--- config.mk ---
export PLATFORM = sky130hd
export DESIGN_NAME = ysyx_24110006_wbu
export DESIGN_NICKNAME = d
export VERILOG_FILES = /design/src/rtl/ysyx_24110006_wbu.sv
export SDC_FILE = /design/constraint.sdc
export NUM_CORES = 2
export LEC_CHECK = 0
export CAP_MARGIN = 15
export CORE_UTILIZATION = 50
export DETAILED_ROUTE_END_ITERATION = 8
export DONT_BUFFER_PORTS = 1
export PLACE_DENSITY_LB_ADDON = 0.2
export SYNTH_ARGS = -nofsm -noshare
export SYNTH_HDL_FRONTEND = slang
export SYNTH_SLANG_ARGS = --single-unit
--- constraint.sdc ---
create_clock -name i_clock -period 50 [get_ports i_clock]
set_input_delay 10 -clock i_clock [delete_from_list [all_inputs] [get_ports i_clock]]
set_output_delay 10 -clock i_clock [all_outputs]
set_load 0.02 [all_outputs]
--- src/rtl/ysyx_24110006_wbu.sv ---
`default_nettype none
// ============================================================================
// Module   : ysyx_24110006_wbu
// Brief    : Write-back unit. Registers the LSU result over a valid/ready
//            handshake and commits it one cycle later to the 32x32 GPR file
//            and the 4-entry machine CSR file (mstatus, mtvec, mepc, mcause).
//            Provides combinational GPR/CSR read ports, the pending
//            destination for hazard detection and a retired-instruction count.
// Options  : YSYX_WBU_BYPASS_EN - when defined, reads forward the value being
//            committed in the current cycle.
// Revision : 1.0 - initial release
// ============================================================================
module ysyx_24110006_wbu (
    input  logic        i_clock,
    input  logic        i_reset,
    input  logic        i_valid,
    output logic        o_ready,
    input  logic [4:0]  i_reg_rd,
    input  logic        i_reg_wen,
    input  logic [31:0] i_result,
    input  logic        i_csr_wen,
    input  logic [1:0]  i_csr_t,
    input  logic [31:0] i_csr_wdata,
    input  logic [4:0]  i_rs1,
    input  logic [4:0]  i_rs2,
    output logic [31:0] o_rs1_data,
    output logic [31:0] o_rs2_data,
    input  logic [1:0]  i_csr_raddr,
    output logic [31:0] o_csr_rdata,
    output logic        o_pend_valid,
    output logic [4:0]  o_pend_rd,
    output logic        o_commit,
    output logic [63:0] o_instret
);

    // mstatus comes out of reset with MPP = machine mode
    localparam logic [31:0] C_MSTATUS_RST = 32'h0000_1800;
    localparam logic [1:0]  C_CSR_MSTATUS = 2'b00;

    // Write-back stage register
    logic        wb_valid_q,     wb_valid_d;
    logic [4:0]  wb_rd_q,        wb_rd_d;
    logic        wb_reg_wen_q,   wb_reg_wen_d;
    logic [31:0] wb_result_q,    wb_result_d;
    logic        wb_csr_wen_q,   wb_csr_wen_d;
    logic [1:0]  wb_csr_t_q,     wb_csr_t_d;
    logic [31:0] wb_csr_wdata_q, wb_csr_wdata_d;

    // Architectural state
    logic [31:0] gpr_q [32];
    logic [31:0] gpr_d [32];
    logic [31:0] csr_q [4];
    logic [31:0] csr_d [4];
    logic [63:0] instret_q, instret_d;

    logic        w_accept;
    logic        w_pend_valid;

    // The WBU never back-pressures; it is only unavailable during reset
    assign o_ready  = !i_reset;
    assign w_accept = i_valid && o_ready;

    // Capture the LSU result; fields hold when idle, valid lasts one cycle
    always_comb begin
        wb_valid_d     = w_accept;
        wb_rd_d        = wb_rd_q;
        wb_reg_wen_d   = wb_reg_wen_q;
        wb_result_d    = wb_result_q;
        wb_csr_wen_d   = wb_csr_wen_q;
        wb_csr_t_d     = wb_csr_t_q;
        wb_csr_wdata_d = wb_csr_wdata_q;
        if (w_accept) begin
            wb_rd_d        = i_reg_rd;
            wb_reg_wen_d   = i_reg_wen;
            wb_result_d    = i_result;
            wb_csr_wen_d   = i_csr_wen;
            wb_csr_t_d     = i_csr_t;
            wb_csr_wdata_d = i_csr_wdata;
        end
    end

    // Pending GPR write: x0 destinations never count as a hazard
    assign w_pend_valid = wb_valid_q && wb_reg_wen_q && (wb_rd_q != 5'd0);
    assign o_pend_valid = w_pend_valid;
    assign o_pend_rd    = w_pend_valid ? wb_rd_q : 5'd0;
    assign o_commit     = wb_valid_q;
    assign o_instret    = instret_q;

    // Commit: GPR and CSR writes may both happen in the same cycle
    always_comb begin
        gpr_d     = gpr_q;
        csr_d     = csr_q;
        instret_d = instret_q;
        if (w_pend_valid) begin
            gpr_d[wb_rd_q] = wb_result_q;
        end
        if (wb_valid_q && wb_csr_wen_q) begin
            csr_d[wb_csr_t_q] = wb_csr_wdata_q;
        end
        if (wb_valid_q) begin
            instret_d = instret_q + 64'd1;
        end
    end

    // Combinational read ports; x0 is hardwired to zero
    always_comb begin
        o_rs1_data  = (i_rs1 == 5'd0) ? 32'd0 : gpr_q[i_rs1];
        o_rs2_data  = (i_rs2 == 5'd0) ? 32'd0 : gpr_q[i_rs2];
        o_csr_rdata = csr_q[i_csr_raddr];
`ifdef YSYX_WBU_BYPASS_EN
        // Forward the value being committed so decode need not stall
        if (w_pend_valid && (wb_rd_q == i_rs1)) begin
            o_rs1_data = wb_result_q;
        end
        if (w_pend_valid && (wb_rd_q == i_rs2)) begin
            o_rs2_data = wb_result_q;
        end
        if (wb_valid_q && wb_csr_wen_q && (wb_csr_t_q == i_csr_raddr)) begin
            o_csr_rdata = wb_csr_wdata_q;
        end
`else
        // No forwarding: decode stalls on o_pend_valid/o_pend_rd instead
`endif
    end

    // State update; reset discards any pending commit
    always_ff @(posedge i_clock or posedge i_reset) begin
        if (i_reset) begin
            wb_valid_q     <= 1'b0;
            wb_rd_q        <= 5'd0;
            wb_reg_wen_q   <= 1'b0;
            wb_result_q    <= 32'd0;
            wb_csr_wen_q   <= 1'b0;
            wb_csr_t_q     <= 2'd0;
            wb_csr_wdata_q <= 32'd0;
            for (int i = 0; i < 32; i++) begin
                gpr_q[i] <= 32'd0;
            end
            for (int j = 0; j < 4; j++) begin
                csr_q[j] <= 32'd0;
            end
            csr_q[C_CSR_MSTATUS] <= C_MSTATUS_RST;
            instret_q      <= 64'd0;
        end else begin
            wb_valid_q     <= wb_valid_d;
            wb_rd_q        <= wb_rd_d;
            wb_reg_wen_q   <= wb_reg_wen_d;
            wb_result_q    <= wb_result_d;
            wb_csr_wen_q   <= wb_csr_wen_d;
            wb_csr_t_q     <= wb_csr_t_d;
            wb_csr_wdata_q <= wb_csr_wdata_d;
            gpr_q          <= gpr_d;
            csr_q          <= csr_d;
            instret_q      <= instret_d;
        end
    end

endmodule
`default_nettype wire

==> results.py <==
metrics = {
    "logic_synthesis": {
        "mappedNetlistArea_um2": 65000,
        "synthesis.instances": 4252,
        "ys_types": 51,
        "yosysWarnings": 0,
        "netlist.top_cell.by_area": "sky130_fd_sc_hd__dfrtp_1",
        "synth-main-ff-cell": "sky130_fd_sc_hd__dfrtp_1",
        "synth-seq-cells": 1290,
        "synth_top_area_share": 0.496,
        "post_synth_main_area_contributors": "sky130_fd_sc_hd__dfrtp_1, sky130_fd_sc_hd__mux2_2, sky130_fd_sc_hd__mux4_2",
        "synth_area_per_cell_um2": 15.3,
        "synthArstFlopShare": 1.00,
        "synth_nets": 4341,
        "synth_edf_count": 0,
        "register_area_share_after_synthesis": 0.497,
    },
    "setup_path": {
        "critical_path.endpoint_type": "output port",
        "critPathLaunchType": "input port",
        "reg2reg_slack_ns": 46.63,
        "worstRegToRegCells": 5,
        "critical_path_arrival_ns": 12.91,
        "worstPathMaxFanout": 211,
        "worstSetupPathType": "in2out",
        "crit_required_ns": 40.00,
        "worst_r2r_endpoint": "gpr_q[281]$_DFFE_PP0P_",
        "r2r-start": "o_commit$_DFF_PP0_",
    },
    "clock_network": {
        "cts_tree": "yes",
        "htree_num_levels": 4,
        "clk_latency_ns": 0.81,
        "ctsLongestPathBuffers": 3,
        "cts.root.buffer_cell": "sky130_fd_sc_hd__clkbuf_16",
        "clk_pin_slew_ns": 0.05,
        "cts-buffers-inserted": 145,
        "cts_sinks": 1290,
        "post_cts_repair_resize_count": 0,
        "cts-hold-fix-buffers": 0,
        "cts_setup_buffers": 0,
    },
    "min_path": {
        "holdPathEnd": "gpr_q[1022]$_DFFE_PP0P_",
        "worstHoldPathCells": 0,
        "min_path_type": "reg2reg",
        "hp-start": "gpr_q[1022]$_DFFE_PP0P_",
    },
    "route": {
        "remaining_drc_errors": 0,
        "via_count": 39542,
        "drt-vias-per-instance": 6.75,
        "wire_per_inst_um": 32.7,
        "finalWirelength_mm": 191,
        "initialDrtViolationCount": 3728,
        "drt-pass1-iter-count": 5,
        "route.antenna.remaining_nets": 0,
    },
    "layout": {
        "finalNetCount": 4108,
        "layout.filler_cells": 10374,
        "post_layout_nonfiller_instances": 5857,
        "area_growth_syn_to_layout_pct": 8.90,
        "n_antenna_cell": 0,
        "drive_gt1_frac": 0.493,
    },
    "run_status": {
        "outcome": "finished, final reports clean",
    },
    "timing": {
        "rsz_0062_raised_after_global_routing": "no",
        "timing.clock.skew_ns": 0.0326,
        "tightest_slew_ns": 1.23,
        "min_period_ns": 22.91,
        "final_min_period_over_clock_period": 0.458,
        "finalSetupViolCount": 0,
        "setup-tns-final_ns": 0,
        "max_clock_freq_ghz": 0.0436,
        "maxSlewViolCount": 0,
        "slew-limit-headroom": 0.176,
        "final.hold.worst_slack_ns": 0.395,
        "final_hold_viol_count": 0,
    },
    "pwr": {
        "pwr_density_cell_nw_per_um2": 42.2,
        "total_power_mw": 2.99,
        "static-leakage-power_nw": 31.6,
        "peakVddDrop_v": 0.0000373,
    },
    "global_routing": {
        "initial_antenna_violation_count": 12,
        "global_route_wire_length_before_repair_mm": 284,
        "grt.total_usage": 0.296,
        "grt.overflow.total": 0,
        "grt_pass1_vias": 39948,
        "grt_max_degree": 293,
    },
    "placement": {
        "dpl.cell_count": 5599,
        "place.gp.congestion": 0.817,
        "dp.final_hpwl_mm": 104,
        "place.port_buffers": 0,
    },
    "die": {
        "die_width_um": 362,
        "fp-row-count": 131,
        "die-height_um": 362,
        "i_o_pin_cnt": 256,
        "initial_utilization": 0.507,
        "fp.coreArea_um2": 128000,
        "die_ar_um2": 131000,
    },
    "flow_run": {
        "max_cap_violations": 0,
    },
}
==> sequential cells by signal, indices dropped and copies added, names as in the netlist <==
register / flops
csr_q: 128
gpr_q: 1024
o_commit: 1
o_instret: 64
wb_csr_t_q: 2
wb_csr_wdata_q: 32
wb_csr_wen_q: 1
wb_rd_q: 5
wb_reg_wen_q: 1
wb_result_q: 32
==> kinds of logic (layout without fill, tap and decap cells) <==
| logic type | Yosys count | in the layout | share of synthesized area |
|---|---|---|---|
| mux | 1848 | 1848 | 0.402 |
| flops | 1290 | 1290 | 0.497 |
| buf+inv | 469 | 345 | 0.0322 |
| compound gates | 362 | 362 | 0.0412 |
| simple gates | 219 | 219 | 0.0186 |
| xor+xnor | 63 | 63 | 0.00849 |
| fa+ha+maj | 1 | 1 | 0.000193 |
==> area by class of cell <==
type | instances | area, um^2 | area share
Multi-Input combinational cell | 2493 | 30900 | 0.436
Tap cell | 1729 | 2160 | 0.0306
Clock inverter | 31 | 408 | 0.00576
Timing Repair Buffer | 78 | 636 | 0.00898
Clock buffer | 225 | 4350 | 0.0614
Inverter | 11 | 48.8 | 0.000690
Sequential cell | 1290 | 32300 | 0.456
==> cells in the mapped netlist, types with 3 or more instances <==
library cell and number:
sky130_fd_sc_hd__dfrtp_1 1288, sky130_fd_sc_hd__mux2_2 1192, sky130_fd_sc_hd__mux4_2 491, sky130_fd_sc_hd__clkbuf_1 199
sky130_fd_sc_hd__mux2i_1 152, sky130_fd_sc_hd__buf_2 145, sky130_fd_sc_hd__a22oi_1 93, sky130_fd_sc_hd__a211oi_1 79
sky130_fd_sc_hd__buf_1 76, sky130_fd_sc_hd__o22ai_1 58, sky130_fd_sc_hd__nor2_1 45, sky130_fd_sc_hd__nand2_1 44
sky130_fd_sc_hd__xnor2_1 39, sky130_fd_sc_hd__a211o_1 32, sky130_fd_sc_hd__a31oi_1 32, sky130_fd_sc_hd__buf_4 32
sky130_fd_sc_hd__o221ai_1 27, sky130_fd_sc_hd__a22o_1 24, sky130_fd_sc_hd__nand4_1 24, sky130_fd_sc_hd__xor2_1 24
sky130_fd_sc_hd__nor3_1 22, sky130_fd_sc_hd__nand3_1 20, sky130_fd_sc_hd__mux2_1 13, sky130_fd_sc_hd__and3_1 11
sky130_fd_sc_hd__inv_1 11, sky130_fd_sc_hd__a21oi_1 9, sky130_fd_sc_hd__nor2b_1 9, sky130_fd_sc_hd__and4_1 7
sky130_fd_sc_hd__nand2b_1 7, sky130_fd_sc_hd__o21ai_0 5, sky130_fd_sc_hd__nor4_1 4, sky130_fd_sc_hd__a221oi_1 3
sky130_fd_sc_hd__and2_1 3, sky130_fd_sc_hd__buf_6 3, sky130_fd_sc_hd__nand3b_1 3, sky130_fd_sc_hd__nor3_2 3
sky130_fd_sc_hd__or3_1 3
==> worst max-delay path, stage by stage <==
cell and delay (ns):
sky130_fd_sc_hd__or3_4 0.70, sky130_fd_sc_hd__buf_4 0.39, sky130_fd_sc_hd__nor3_2 0.20, sky130_fd_sc_hd__buf_4 0.48, sky130_fd_sc_hd__nor2_1 0.24, sky130_fd_sc_hd__nand2_1 0.11
sky130_fd_sc_hd__o221ai_1 0.55
==> through the flow <==
step | util | setup slack, ns | area [um^2]
detailed placement | 0.515 | 27.25 | 66000
finish | 0.552 | 27.09 | 70800
global route | 0.552 | 27.25 | 70800
global placement | 0.515 | 27.31 | 66000
floorplan | - | 3.47 | 65000
CTS | 0.552 | 27.26 | 70700
==> layout by cell type (no fill, tap or decap), types with 7 or more instances in the layout <==
| master | count |
|---|---|
| sky130_fd_sc_hd__nand3_1 | 20 |
| sky130_fd_sc_hd__a21oi_1 | 9 |
| sky130_fd_sc_hd__mux4_2 | 491 |
| sky130_fd_sc_hd__mux2_2 | 1192 |
| sky130_fd_sc_hd__xor2_1 | 24 |
| sky130_fd_sc_hd__mux2_1 | 13 |
| sky130_fd_sc_hd__inv_1 | 10 |
| sky130_fd_sc_hd__nand2_2 | 8 |
| sky130_fd_sc_hd__buf_4 | 74 |
| sky130_fd_sc_hd__a211o_1 | 32 |
| sky130_fd_sc_hd__a31oi_1 | 32 |
| sky130_fd_sc_hd__mux2i_1 | 152 |
| sky130_fd_sc_hd__nor2_4 | 19 |
| sky130_fd_sc_hd__xnor2_1 | 39 |
| sky130_fd_sc_hd__clkbuf_8 | 31 |
| sky130_fd_sc_hd__nand2b_1 | 7 |
| sky130_fd_sc_hd__a22o_1 | 24 |
| sky130_fd_sc_hd__and4_1 | 7 |
| sky130_fd_sc_hd__clkinv_2 | 12 |
| sky130_fd_sc_hd__clkbuf_16 | 150 |
| sky130_fd_sc_hd__dfrtp_1 | 1288 |
| sky130_fd_sc_hd__clkbuf_1 | 44 |
| sky130_fd_sc_hd__nand4_1 | 24 |
| sky130_fd_sc_hd__o221ai_1 | 27 |
| sky130_fd_sc_hd__and3_1 | 8 |
| sky130_fd_sc_hd__nand2_1 | 34 |
| sky130_fd_sc_hd__a211oi_1 | 75 |
| sky130_fd_sc_hd__a22oi_1 | 93 |
| sky130_fd_sc_hd__o22ai_1 | 58 |
| sky130_fd_sc_hd__nor3_1 | 20 |
| sky130_fd_sc_hd__nor2_1 | 25 |
==> report_power, final <==
part / internal, mW / switching [mW] / total (mW) / leakage, nW
Clock: 0.630 / 0.444 / 1.07 / 2.33
Combinational: 0.305 / 0.198 / 0.503 / 12.0
Sequential: 1.24 / 0.169 / 1.41 / 17.3
==> worst max path at each step <==
stage | start | endpoint | slack, ns | cells past startpoint
3_3_place_gp | i_rs1[1] | o_rs1_data[8] | 27.31 | 7
5_1_grt | i_rs1[1] | o_rs1_data[8] | 27.25 | 7
6_report | i_rs1[1] | o_rs1_data[8] | 27.09 | 7
2_1_floorplan | i_reset | o_ready | 3.47 | 1
4_1_cts | i_rs1[2] | o_rs1_data[9] | 27.26 | 6
3_5_place_dp | i_rs1[2] | o_rs1_data[9] | 27.25 | 6
==> metal layers <==
metal / vias up / track usage / part of all wire
li1: 15946 / - / -
met1: 21601 / 0.425 / 0.43
met2: 1650 / 0.438 / 0.45
met3: 321 / 0.0878 / 0.098
met4: 24 / 0.0788 / 0.024
met5: - / 0 / 0.00079
Note: power is estimated with default switching activity, not from simulation.
